`config.mk`:
```
export PLATFORM = sky130hd
export DESIGN_NAME = async_xing_src_arbiter
export DESIGN_NICKNAME = d
export VERILOG_FILES = /design/src/rtl/async_xing_src_arbiter.sv
export SDC_FILE = /design/constraint.sdc
export NUM_CORES = 1
export LEC_CHECK = 0
export ABC_AREA = 0
export CAP_MARGIN = 10
export CORE_MARGIN = 2
export CORE_UTILIZATION = 39
export CTS_CLUSTER_SIZE = 25
export DETAILED_ROUTE_END_ITERATION = 16
export GPL_TIMING_DRIVEN = 0
export PLACE_DENSITY_LB_ADDON = 0.08
export SLEW_MARGIN = 20
export SYNTH_ARGS = -nofsm -noshare
export SYNTH_HDL_FRONTEND = slang
export SYNTH_SLANG_ARGS = --single-unit
export TNS_END_PERCENT = 20
```
`constraint.sdc`:
```
create_clock -name clock -period 2.45 [get_ports clock]
set_input_delay 0.49 -clock clock [delete_from_list [all_inputs] [get_ports clock]]
set_output_delay 0.49 -clock clock [all_outputs]
set_load 0.02 [all_outputs]
```
`src/rtl/async_xing_src_arbiter.sv`:
```
// Round-robin source side of a two-phase toggle crossing: accepts one requester per toggle, holds data until the synchronized ack returns.
// Latency: accept-to-launch 1 cycle; ready stays low while a toggle is outstanding, with a sticky watchdog flag on stalled acks.
module async_xing_src_arbiter #(
    parameter int N           = 4,
    parameter int W           = 32,
    parameter int SYNC_STAGES = 3,
    parameter int TIMEOUT     = 255
) (
    input  logic                          clock,
    input  logic                          reset,
    input  logic [N-1:0]                  io_req_valid,
    input  logic [N*W-1:0]                io_req_data,
    output logic [N-1:0]                  io_req_ready,
    output logic                          io_xing_req,
    output logic [W-1:0]                  io_xing_data,
    input  logic                          io_xing_ack,
    output logic                          io_busy,
    output logic [((N > 1) ? $clog2(N) : 1)-1:0] io_grant_id,
    output logic                          io_err
);
    localparam int IW  = (N > 1) ? $clog2(N) : 1;
    localparam int WDW = $clog2(TIMEOUT + 1);

    typedef enum logic {ST_IDLE, ST_WAIT} state_t;

    state_t                 state_q, state_d;
    logic [IW-1:0]          last_q, last_d;
    logic [IW-1:0]          grant_id_q, grant_id_d;
    logic                   xreq_q, xreq_d;
    logic [W-1:0]           xdat_q, xdat_d;
    logic [WDW-1:0]         wdog_q, wdog_d;
    logic                   err_q, err_d;
    logic [SYNC_STAGES-1:0] ack_sync_q, ack_sync_d;

    logic                   ack_sync;
    logic                   found;
    logic [IW-1:0]          grant;
    logic [N-1:0]           ready_c;
    int                     cand;

    assign ack_sync   = ack_sync_q[SYNC_STAGES-1];
    assign ack_sync_d = {ack_sync_q[SYNC_STAGES-2:0], io_xing_ack};

    // Scan upward from the requester after the last winner, wrapping at N.
    always_comb begin
        found = 1'b0;
        grant = '0;
        cand  = 0;
        for (int k = 0; k < N; k++) begin
            cand = int'(last_q) + 1 + k;
            if (cand >= N) cand = cand - N;
            if (!found && io_req_valid[cand[IW-1:0]]) begin
                found = 1'b1;
                grant = cand[IW-1:0];
            end
        end
    end

    always_comb begin
        state_d    = state_q;
        last_d     = last_q;
        grant_id_d = grant_id_q;
        xreq_d     = xreq_q;
        xdat_d     = xdat_q;
        wdog_d     = wdog_q;
        err_d      = err_q;
        ready_c    = '0;
        if (state_q == ST_IDLE) begin
            if (found) begin
                ready_c    = {{(N-1){1'b0}}, 1'b1} << grant;
                xdat_d     = io_req_data[grant*W +: W];
                xreq_d     = ~xreq_q;
                last_d     = grant;
                grant_id_d = grant;
                wdog_d     = '0;
                state_d    = ST_WAIT;
            end
        end else begin
            // Watchdog keeps counting even on the ack cycle so a coincident timeout still flags.
            if (wdog_q != WDW'(TIMEOUT)) wdog_d = wdog_q + 1'b1;
            if (wdog_d == WDW'(TIMEOUT)) err_d = 1'b1;
            if (ack_sync == xreq_q) state_d = ST_IDLE;
        end
    end

    always_ff @(posedge clock or posedge reset) begin
        if (reset) begin
            state_q    <= ST_IDLE;
            last_q     <= IW'(N - 1);
            grant_id_q <= '0;
            xreq_q     <= 1'b0;
            xdat_q     <= '0;
            wdog_q     <= '0;
            err_q      <= 1'b0;
            ack_sync_q <= '0;
        end else begin
            state_q    <= state_d;
            last_q     <= last_d;
            grant_id_q <= grant_id_d;
            xreq_q     <= xreq_d;
            xdat_q     <= xdat_d;
            wdog_q     <= wdog_d;
            err_q      <= err_d;
            ack_sync_q <= ack_sync_d;
        end
    end

    assign io_req_ready = reset ? '0 : ready_c;
    assign io_xing_req  = xreq_q;
    assign io_xing_data = xdat_q;
    assign io_busy      = (state_q == ST_WAIT);
    assign io_grant_id  = grant_id_q;
    assign io_err       = err_q;
endmodule

```
==> key figures <==
Job
  – Max_cap viols: 0

Synthesis
  – Sequential fraction of the synthesis area: 0.371
  – Synth Area in Simple Gates: 0.111
  – Net Count, Synth: 500
  – Main combinational cell family by area after synthesis: compound AO/OA/AOI/OAI gates
  – Netlist cell types: 44
  – Main synth FF type: dfrtp_1
  – Most common cell in the netlist: dfrtp_1
  – Synth area leader: dfrtp_1
  – Area fraction of the dominant cell type after synthesis: 0.355
  – Compound-Gate Fraction of Synth Area: 0.311
  – Synth top area cells: dfrtp_1 (36%), a211oi_2 (12%), mux2i_1 (9.8%)
  – Syn avg cell area: 9.29 um^2
  – Synth warnings: 0
  – Multiplexer area fraction after synthesis: 0.0977
  – Synthesized area: 3380 um^2
  – Post-Synth Adder-Cell Area: 0.00370
  – EDFF count, synth: 0
  – Post-synth ARST share: 1.00
  – Commonest cells post-synth: dfrtp_1 (48), nor2_1 (39), inv_1 (37)
  – #FFs+latches synth: 50
  – Xor and xnor area share after synthesis: 0.00777
  – Synth Instances: 364

Cells and area
  – Final-layout fill cell count: 709
  – Layout cell share with drive strength beyond 1: 0.151
  – Diode count: 0
  – Fin nets: 692
  – Synth-to-layout area growth: 62.7%

Worst setup path
  – Max Fanout on Critical Path: 7
  – Reg2reg start: last_q[0]$_DFFE_PP1P_
  – Crit path capture type: primary output
  – FF-to-FF path depth: 10
  – Worst Path Arrival: 1.96 ns
  – Setup crit start kind: flip-flop
  – R2r endpoint: io_xing_data[13]$_DFFE_PP0P_
  – Critical Path Source: last_q[0]$_DFFE_PP1P_
  – Flop-to-flop setup slack: 0.16 ns
  – Crit path kind: flip-flop to primary output
  – Req. time, crit path: 1.96 ns

Power and ir drop
  – Leak Pwr: 2.26 nW
  – Switching Share: 0.438
  – Clock power share: 0.088
  – Peak supply drop: 0.000490 V
  – Combinational share of power: 0.643
  – Seq pwr share: 0.268
  – PwrDens: 963 nW/um^2
  – Switching pwr: 2.32 mW
  – Int Pwr: 2.98 mW

Worst hold path
  – Critical hold path startpoint: ack_sync_q[0]$_DFF_PP0_
  – Hold Path Sink: ack_sync_q[1]$_DFF_PP0_
  – Worst hold path class: flip-flop to flip-flop
  – Hold Path Stages: 0

Placement
  – Hpwl dp: 8570 um
  – RePlAce Congestion: 0.855
  – Pre-CTS setup slack: -1.05 ns
  – IO Port Bufs: 175

GRT
  – Global-route wire length before repair: 18200 um
  – All-Layer GR Usage: 0.239
  – Largest net degree at the start of global routing: 25
  – Number of global-route vias before repair: 3576
  – Initial antenna violation count: 0
  – Grt total ovfl: 0

STA
  – Final setup vio count: 0
  – Clock skew: 0.00421 ns
  – Peak Freq: 409 MHz
  – RSZ-0062 raised after global routing: true
  – Final Hold Viols: 0
  – Hold_ws: 0.359 ns
  – Max-slew headroom: 0.476
  – Minimum clock period: 2.45 ns
  – Worst Slack Setup Final: 0.00408 ns
  – Max-slew violations: 0
  – Tcrit/Tclk final: 0.998
  – Worst slew pin tran: 0.782 ns

Clocking
  – CTS H-Tree Depth: 2
  – Worst-skew pair later-pin latency: 0.30 ns
  – Clk root buf: clkbuf_8
  – CTS buffer count: 5
  – CTS tree: built
  – Clock-pin slew on the worst setup and hold paths: 0.09 ns
  – Clk sinks: 50
  – Clock Path Buffers: 2

Routing
  – Vias: 3564
  – DR vias/cell: 5.39
  – Routed Antenna Nets: 0
  – DRT Wirelength: 11300 um
  – Drt pass-1 iters: 4
  – WL/cell: 17.2 um
  – Initial DRC count: 130
  – DRC: 0

Floorplanning
  – Full die area: 9430 um^2
  – Io pins: 176
  – # rows: 33
  – Core area: 8300 um^2
  – Initial Utilization: 0.408
  – Die height: 97.1 um
  – Die X: 97.1 um

Status
  – Status: complete, no violations
[critical path, stage by stage (launching register included)]
cell and delay, ns:
dfstp_2 0.58, nand2b_4 0.15, a21o_1 0.12, buf_6 0.13, and3_4 0.18, buf_6 0.12, buf_12 0.10, and3_1 0.16
buf_6 0.12
[per-layer routing]
metal | up-vias | wire [um] | GRT usage
met2 | 135 | 5870 | 0.433
li1 | 1721 | - | -
met4 | 0 | 148 | 0.0531
met1 | 1693 | 4510 | 0.285
met5 | - | 0 | 0
met3 | 15 | 817 | 0.0590
[state kept, by name (all words and copies together) (netlist names)]
| register | count |
|---|---|
| io_xing_data | 32 |
| wdog_q | 8 |
| ack_sync_q | 3 |
| io_grant_id | 2 |
| last_q | 2 |
| io_busy | 1 |
| io_err | 1 |
| io_xing_req | 1 |
[through the flow]
| step | power [mW] | std cells | TNS [ns] | cell area [um^2] | utilization |
|---|---|---|---|---|---|
| 6_report | 5.30 | 661 | 0 | 5500 | 0.663 |
| 4_1_cts | 5.34 | 662 | -0.0300 | 5510 | 0.664 |
| 5_1_grt | 5.66 | 661 | -0.0873 | 5500 | 0.663 |
| 2_1_floorplan | 3.44 | 364 | 0 | 3390 | - |
| 3_3_place_gp | 4.66 | 644 | -11.62 | 5270 | 0.635 |
| 3_5_place_dp | 4.73 | 645 | -12.25 | 5300 | 0.638 |
[how the worst max path moves through the flow]
stage	end	slack (ns)	cells past startpoint
floorplan	io_req_ready[3]	0.04	8
global placement	io_req_ready[0]	-1.13	4
detailed placement	io_req_ready[0]	-1.05	8
CTS	io_req_ready[1]	-0.03	8
global route	io_req_ready[0]	-0.07	8
finish	io_req_ready[0]	0.004	8
[power groups by stage]
stage	clock network [mW]	registers [mW]	logic [mW]
after floorplan	0	1.76	1.68
after global placement	0	1.41	3.25
after detailed placement	0	1.42	3.32
after CTS	0.483	1.42	3.44
after global routing	0.522	1.46	3.67
final	0.468	1.42	3.41
[what timing repair did]
| action | in CTS | in global routing |
|---|---|---|
| pin swaps | 5 | 0 |
| resized for setup | 44 | 5 |
| cloned | 1 | 0 |
| setup buffers | 11 | 0 |
| hold buffers | 0 | 0 |
| endpoints found under the setup margin | 14 | 4 |
[cell usage in the layout, fill, tap and decap left out, drive strengths merged, types with 3 or more instances in the layout]
cell           instances
mux2i                 33
o21ai                 10
clkbuf                25
a21oi                 12
a31oi                 35
and3                   5
nor2b                  3
inv                   36
nand2b                 3
nor3                   3
nand3                  7
nand2                 10
a211oi                64
buf                   28
nor2                  39
clkdlybuf4s50        167
dfrtp                 48
[logic make-up (layout without fill, tap and decap cells)]
logic type,Yosys count,in the layout
XOR/XNOR,3,3
adder cells (fa/ha/maj),1,1
buffers and inverters,69,261
AND/OR/NAND/NOR,78,78
flip-flops,50,50
AO/OA/AOI/OAI,130,130
multiplexers,33,33
[layout make-up]
| cell class | instances | area [um^2] | share of cell area |
|---|---|---|---|
| clock buffers | 7 | 76.3 | 0.0139 |
| repair inverters | 1 | 5.00 | 0.000910 |
| repair buffers | 187 | 1840 | 0.335 |
| plain buffers | 29 | 183 | 0.0332 |
| flip-flops and latches | 50 | 1250 | 0.228 |
| multi-input cells | 245 | 1870 | 0.339 |
| inverters | 37 | 143 | 0.0259 |
| well taps | 105 | 131 | 0.0239 |
Power figures use the tool's default switching activity.
